==> config.mk <==
export PLATFORM = sky130hd
export DESIGN_NAME = reg_writeback_ctrl
export DESIGN_NICKNAME = d
export VERILOG_FILES = /design/src/rtl/reg_writeback_ctrl_pkg.sv /design/src/rtl/reg_writeback_ctrl_wb_entry_fifo.sv /design/src/rtl/reg_writeback_ctrl.sv
export SDC_FILE = /design/constraint.sdc
export NUM_CORES = 1
export LEC_CHECK = 0
export ABC_CLOCK_PERIOD_IN_PS = 2000
export BUFFER_PORTS_ARGS = -buffer_cell sky130_fd_sc_hd__buf_2
export CELL_PAD_IN_SITES_DETAIL_PLACEMENT = 1
export CELL_PAD_IN_SITES_GLOBAL_PLACEMENT = 1
export CORE_AREA = 2 2 167 169
export DETAILED_ROUTE_END_ITERATION = 7
export DIE_AREA = 0 0 169 171
export HOLD_SLACK_MARGIN = 0.1
export PLACE_DENSITY_LB_ADDON = 0.1
export RECOVER_POWER = 50
export SLEW_MARGIN = 20
export SYNTH_ARGS = -nofsm -noshare
export SYNTH_HDL_FRONTEND = slang
export SYNTH_SLANG_ARGS = --single-unit
==> constraint.sdc <==
create_clock -name clk -period 2 [get_ports clk]
set_input_delay 0.5 -clock clk [delete_from_list [all_inputs] [get_ports clk]]
set_output_delay 0.5 -clock clk [all_outputs]
set_load 0.1 [all_outputs]
==> src/rtl/reg_writeback_ctrl_pkg.sv <==
`default_nettype none
// ============================================================================
// Module      : reg_writeback_ctrl_pkg
// Description : Shared types and constants for the register write-back path.
// Revision    : 1.0 - initial release
// ============================================================================
package reg_writeback_ctrl_pkg;

    localparam int REG_W  = 16;
    localparam int REG_AW = 4;

    localparam logic [1:0]        REGW_NONE = 2'b00;
    localparam logic [1:0]        REGW_RD   = 2'b01;
    localparam logic [1:0]        REGW_R0   = 2'b10;
    localparam logic [1:0]        REGW_BOTH = 2'b11;
    localparam logic [REG_AW-1:0] R0_ADDR   = 4'h0;

    typedef struct packed {
        logic              weRd;
        logic              weR0;
        logic [REG_AW-1:0] dest;
        logic [REG_W-1:0]  data;
        logic [REG_W-1:0]  r0Data;
    } wbEntry_t;

    // True when entry e will write the register at address a.
    function automatic logic hitsAddr(input wbEntry_t e, input logic [REG_AW-1:0] a);
        return (e.weRd && (e.dest == a)) || (e.weR0 && (a == R0_ADDR));
    endfunction

endpackage
`default_nettype wire

==> src/rtl/reg_writeback_ctrl_wb_entry_fifo.sv <==
`default_nettype none
// ============================================================================
// Module      : wb_entry_fifo
// Description : Write-back entry FIFO exposing every slot and its valid bit.
// Revision    : 1.0 - initial release
// ============================================================================
module wb_entry_fifo
    import reg_writeback_ctrl_pkg::*;
#(
    parameter int DEPTH = 4,
    parameter int AW    = 2
) (
    input  logic                  clk,
    input  logic                  reset_n,
    input  logic                  i_push,
    input  wbEntry_t              i_pushEntry,
    input  logic                  i_pop,
    output wbEntry_t              o_head,
    output wbEntry_t [DEPTH-1:0]  o_entries,
    output logic     [DEPTH-1:0]  o_valid,
    output logic                  o_full,
    output logic                  o_empty
);

    wbEntry_t [DEPTH-1:0] r_mem;
    logic     [DEPTH-1:0] r_valid;
    logic     [AW-1:0]    r_wrPtr;
    logic     [AW-1:0]    r_rdPtr;
    logic     [AW:0]      r_count;

    logic w_doPush;
    logic w_doPop;

    assign o_full   = (r_count == (AW+1)'(DEPTH));
    assign o_empty  = (r_count == '0);
    assign w_doPush = i_push && !o_full;
    assign w_doPop  = i_pop && !o_empty;

    always_ff @(posedge clk or negedge reset_n) begin
        if (!reset_n) begin
            r_mem   <= '0;
            r_valid <= '0;
            r_wrPtr <= '0;
            r_rdPtr <= '0;
            r_count <= '0;
        end else begin
            if (w_doPush) begin
                r_mem[r_wrPtr]   <= i_pushEntry;
                r_valid[r_wrPtr] <= 1'b1;
                r_wrPtr          <= r_wrPtr + AW'(1);
            end
            // Push and pop never share a slot: that needs empty-and-full at once.
            if (w_doPop) begin
                r_valid[r_rdPtr] <= 1'b0;
                r_rdPtr          <= r_rdPtr + AW'(1);
            end
            if (w_doPush && !w_doPop) begin
                r_count <= r_count + (AW+1)'(1);
            end else if (!w_doPush && w_doPop) begin
                r_count <= r_count - (AW+1)'(1);
            end
        end
    end

    assign o_head    = r_mem[r_rdPtr];
    assign o_entries = r_mem;
    assign o_valid   = r_valid;

endmodule
`default_nettype wire

==> src/rtl/reg_writeback_ctrl.sv <==
`default_nettype none
// ============================================================================
// Module      : reg_writeback_ctrl
// Description : Queues results and drains them onto the register-file write port.
// Revision    : 1.0 - initial release
// ============================================================================
module reg_writeback_ctrl
    import reg_writeback_ctrl_pkg::*;
#(
    parameter int DEPTH = 4,
    parameter int AW    = 2
) (
    input  logic              clk,
    input  logic              reset_n,
    input  logic              wb_valid,
    output logic              wb_ready,
    input  logic              wb_we_rd,
    input  logic              wb_we_r0,
    input  logic [REG_AW-1:0] wb_dest,
    input  logic [REG_W-1:0]  wb_data,
    input  logic [REG_W-1:0]  wb_r0_data,
    input  logic              wr_enable,
    output logic [1:0]        registerWrite,
    output logic [REG_AW-1:0] regWriteLocal,
    output logic [REG_W-1:0]  dataWrite,
    output logic [REG_W-1:0]  r0Write,
    input  logic [REG_AW-1:0] query_addr1,
    input  logic [REG_AW-1:0] query_addr2,
    output logic              pending1,
    output logic              pending2,
    output logic              empty
);

    wbEntry_t             w_pushEntry;
    wbEntry_t             w_head;
    wbEntry_t [DEPTH-1:0] w_entries;
    logic     [DEPTH-1:0] w_valid;
    logic                 w_full;
    logic                 w_empty;
    logic                 w_push;
    logic                 w_active;
    logic     [DEPTH-1:0] w_hit1;
    logic     [DEPTH-1:0] w_hit2;

    assign w_pushEntry = '{weRd: wb_we_rd, weR0: wb_we_r0, dest: wb_dest,
                           data: wb_data, r0Data: wb_r0_data};
    // Results that write nothing are acknowledged but never stored.
    assign w_push   = wb_valid && !w_full && (wb_we_rd || wb_we_r0);
    assign w_active = !w_empty && wr_enable;

    wb_entry_fifo #(
        .DEPTH (DEPTH),
        .AW    (AW)
    ) u_fifo (
        .clk         (clk),
        .reset_n     (reset_n),
        .i_push      (w_push),
        .i_pushEntry (w_pushEntry),
        .i_pop       (w_active),
        .o_head      (w_head),
        .o_entries   (w_entries),
        .o_valid     (w_valid),
        .o_full      (w_full),
        .o_empty     (w_empty)
    );

    assign wb_ready = !w_full;
    assign empty    = w_empty;

    always_comb begin
        registerWrite = REGW_NONE;
        regWriteLocal = '0;
        dataWrite     = '0;
        r0Write       = '0;
        if (!w_empty) begin
            regWriteLocal = w_head.dest;
            dataWrite     = w_head.data;
            r0Write       = w_head.r0Data;
        end
        if (w_active) begin
            // Rd and R0 targeting the same register: the Rd result wins.
            if (w_head.weRd && w_head.weR0 && (w_head.dest == R0_ADDR)) begin
                registerWrite = REGW_RD;
            end else begin
                registerWrite = {w_head.weR0, w_head.weRd};
            end
        end
    end

    for (genvar i = 0; i < DEPTH; i++) begin : g_pend
        assign w_hit1[i] = w_valid[i] && hitsAddr(w_entries[i], query_addr1);
        assign w_hit2[i] = w_valid[i] && hitsAddr(w_entries[i], query_addr2);
    end

    assign pending1 = |w_hit1;
    assign pending2 = |w_hit2;

endmodule
`default_nettype wire

==> results.md <==
Detailed routing:
- In the routed layout, each cell is associated on average with a via count of 4.80.
- The highest metal layer carrying signal wires in the routed design is met5.
- The remaining number of nets flagged by the antenna check after routing is 0.
- Summed over all nets, wire length on met2 after detailed routing comes to 11.5 mm.
- In the routed design, unresolved DRC markers number 0.
- The total number of vias is 5040.
- Before antenna repair, the detailed router went through 4 iterations.
- The routed design uses 506 µm of met3 wire.
- In this run, the number of DRC markers left after iteration 0 of detailed routing was 150.
- The overall routed net length is 22.5 mm.
- The average detailed-routed wire length per instance is 21.5 µm.
- The sum of routed wire segments on met1 is 10.2 mm.

Final layout:
- Across the whole layout, storage elements account for 4080 µm².
- In the final layout, the share of cells above drive strength 1 is 0.666.
- Leaving out fill and tap cells, the most frequent cell in the layout is sky130_fd_sc_hd__dfrtp_1.
- After the last flow step, the layout net total stands at 750.
- The multi-input combinational cell area is 4160 µm².
- The library cells used most frequently in the layout, excluding fill and tap cells, are sky130_fd_sc_hd__dfrtp_1, sky130_fd_sc_hd__mux2_2, sky130_fd_sc_hd__buf_4.
- The antenna diode count is 0.
- The layout overhead on the synthesized area is 40.0%.
- Excluding fillers, the count of instances in the completed layout stands at 1049.
- The number of fill cells in the layout is 2735.

STA:
- The measured slew at the worst slew-check pin is 1.02 ns.
- The final max-slew violation count came to 0.
- Setup repair after global routing could not meet its margin everywhere.
- Dividing the final minimum period by the clock period gives 1.31.
- The post-layout worst setup margin is -0.611 ns.
- Measured against its own limit, the worst slew margin works out to 0.323.
- The smallest clock period supported by the final layout is computed as 2.61 ns.
- Setup violations remaining at the end of the flow were counted as 41.
- On the final layout, the worst clock skew is 0.0117 ns.
- The top achievable clock speed is 0.383 GHz.
- The total count of hold-check failures in the final report is 0.

Synthesis:
- Of the total synthesized cell area, the portion taken by AND, OR, NAND and NOR gates is 0.0506.
- Synthesis produced 532 cells.
- The largest area contributor in the netlist is sky130_fd_sc_hd__dfrtp_1.
- The compound-cell area share of the yosys netlist came to 0.0138.
- The post-synthesis register bit count is 163.
- When the netlist entered floorplanning its net count stood at 592.
- After synthesis, the largest family of logic cells by area is multiplexers.
- The share of cell area taken by muxes after synthesis is 0.339.
- The portion of synthesized cell area occupied by the leading cell type is 0.507.
- The xor and xnor fraction of the mapped netlist area is 0.0403.
- The average cell area after synthesis is 15.1 µm².
- Yosys printed 0 warnings.
- The sequential fraction of the synthesis area is 0.507.
- Ranked by total cell area, the synthesized netlist is headed by sky130_fd_sc_hd__dfrtp_1, sky130_fd_sc_hd__mux2_2, sky130_fd_sc_hd__mux4_2.
- The count of different cell masters after synthesis is 30.
- The synthesized-area fraction occupied by adder cells is 0.0165.
- The total standard cell area after synthesis is 8040 µm².

Setup path:
- On the critical path, the stage with the largest delay is an instance of sky130_fd_sc_hd__mux4_2.
- The maximum fanout along the worst path is 10.
- The critical path goes through mux4_2 > nor4_4 > a21oi_4 > buf_12.
- STA classifies the critical path endpoint as an output pin.
- The setup path with the least slack is of type register to output pin.
- Among cell families on the critical path, the largest total delay comes from multiplexers.
- Together, buffers and inverters on the worst path number 1.
- The largest single stage delay on the critical path is 0.57 ns.
- The worst setup path is launched from a register.
- For the worst setup path, the data required time is 1.50 ns.
- At the worst endpoint, the arrival time is 2.11 ns.

Clock network:
- The tree built by TritonCTS fans out to 163 sinks.
- The level count of the clock H-tree is 4.
- At the later pin of the worst-skew pair, clock insertion delay measures 0.43 ns.
- The root buffer cell chosen for the clock tree is sky130_fd_sc_hd__clkbuf_16.
- The number of clock buffers inserted by TritonCTS is 17.
- The buffer levels on the longest clock path is 2.
- The CTS tree is built.
- The clock slew seen by the registers of the worst setup and hold paths is 0.07 ns.

GRT:
- The sum of overflow across all layers after global routing is 0.
- Entering global routing, the biggest net connects 43 pins.
- The initial antenna violation count was 1.
- The wire length of the first global-routing pass is 35.4 mm.
- The number of global-route vias before repair is 5885.
- Across every metal layer, demand over resource in global routing totals 0.163.

Die:
- The effective utilization at floorplan is 0.294.
- The floorplan has 61 rows.
- The die height is 171 µm.
- The floorplan step defined a core boundary enclosing 27300 µm².
- The floorplan step set the die width to 169 µm.
- The floorplan step defined a die boundary enclosing 28900 µm².
- The count of pins on the block boundary is 92.

Placement:
- The number of placed instances with taps included is 1007.
- The count of buffers added on input and output ports is 91.
- The half-perimeter wire length after detailed placement is 15.5 mm.
- Routability-driven placement finished with a final weighted congestion of 0.858.
- At the placement stage, the worst setup path has a slack of -0.307 ns.

Worst hold path:
- The worst hold path belongs to the class input port to register.

Flow run:
- The number of max-cap violations is 0.

Run status:
- The final reports fail on negative setup slack.
- The run finished, with violations left.
-- worst paths after layout --
path	start	to	slack [ns]	depth (start not counted)
max	u_fifo.r_rdPtr[0]	registerWrite[1]	-0.61	4
max reg2reg	u_fifo.r_count[0]	u_fifo.r_count[1]	0.11	7
min	wb_data[3]	u_fifo.o_entries[57]	0.34	2
min in group asynchronous	reset_n	u_fifo.o_entries[149]	0.78	2
max in group asynchronous	reset_n	u_fifo.r_rdPtr[0]	0.20	3
min reg2reg	u_fifo.o_entries[96]	u_fifo.o_entries[96]	0.50	1
-- worst reg2reg max path: stages (launching register included) --
cell and delay [ns]:
sky130_fd_sc_hd__dfrtp_1 0.41, sky130_fd_sc_hd__nor3_4 0.07, sky130_fd_sc_hd__nor2b_2 0.29, sky130_fd_sc_hd__inv_2 0.08, sky130_fd_sc_hd__ha_4 0.16, sky130_fd_sc_hd__inv_1 0.06, sky130_fd_sc_hd__fa_2 0.43, sky130_fd_sc_hd__mux2_2 0.27
-- per-stage QoR --
step           TNS, ns  hold WS [ns]  cell area [µm²]   util
6_report        -21.20         0.343            11300  0.412
4_1_cts         -22.36         0.332            11000  0.403
5_1_grt         -24.62         0.340            11300  0.412
3_3_place_gp    -12.38         0.442             9940  0.364
3_5_place_dp    -12.55         0.444             9940  0.364
2_1_floorplan    -1.70         0.204             8460      -
-- kinds of logic after synthesis --
family | count (synthesis)
AO/OA/AOI/OAI | 19
XOR/XNOR | 37
flip-flops | 163
AND/OR/NAND/NOR | 68
adder cells (fa/ha/maj) | 10
multiplexers | 191
buffers and inverters | 44
-- final cells by class --
cell class / instances / area share
flip-flops and latches: 163 / 0.363
clock inverters: 14 / 0.0126
inverters: 6 / 0.00200
repair buffers: 177 / 0.176
multi-input cells: 325 / 0.370
well taps: 346 / 0.0385
clock buffers: 18 / 0.0381
-- cells in the mapped netlist --
master                     instances
sky130_fd_sc_hd__nand2_1           6
sky130_fd_sc_hd__nor2b_1          37
sky130_fd_sc_hd__buf_2            14
sky130_fd_sc_hd__mux2_4           40
sky130_fd_sc_hd__and2_1            1
sky130_fd_sc_hd__nor2_1            2
sky130_fd_sc_hd__xor2_1           26
sky130_fd_sc_hd__a21oi_1          11
sky130_fd_sc_hd__buf_1             1
sky130_fd_sc_hd__a41oi_1           2
sky130_fd_sc_hd__xnor2_1          11
sky130_fd_sc_hd__buf_8             4
sky130_fd_sc_hd__mux4_2           38
sky130_fd_sc_hd__dfrtp_1         163
sky130_fd_sc_hd__nand2_4           2
sky130_fd_sc_hd__ha_1              9
sky130_fd_sc_hd__or4_1             2
sky130_fd_sc_hd__fa_1              1
sky130_fd_sc_hd__a22oi_1           2
sky130_fd_sc_hd__mux2_2          113
sky130_fd_sc_hd__nor4_1            1
sky130_fd_sc_hd__buf_6             3
sky130_fd_sc_hd__nand4_1           8
sky130_fd_sc_hd__buf_4             2
sky130_fd_sc_hd__clkbuf_1         14
sky130_fd_sc_hd__o21ai_1           1
sky130_fd_sc_hd__a21oi_2           1
sky130_fd_sc_hd__inv_1             6
sky130_fd_sc_hd__o21ai_0           2
sky130_fd_sc_hd__nor3_1            9
-- state kept, by name, summed over array words and instances (netlist names) --
name / cells
u_fifo.r_rdPtr: 2
u_fifo.o_entries: 152
u_fifo.o_valid: 4
u_fifo.r_wrPtr: 2
u_fifo.r_count: 3
-- routing by layer --
layer | track usage | vias to the layer above
met4 | 0.0446 | 2
met1 | 0.207 | 2697
met3 | 0.0278 | 25
met2 | 0.287 | 74
met5 | 0 | -
li1 | - | 2242
-- what timing repair did --
| action | CTS | global route |
|---|---|---|
| pin swaps | 20 | 9 |
| endpoints found under the hold margin | 29 | 0 |
| setup endpoints to repair | 68 | 54 |
| hold buffers | 1 | 0 |
| gates cloned | 1 | 3 |
| resized for setup | 121 | 44 |
| buffers inserted | 2 | 6 |
Power is left out: the tool's default activity adds up to more than one toggle a clock period on the data nets, which glitch-free logic cannot reach.
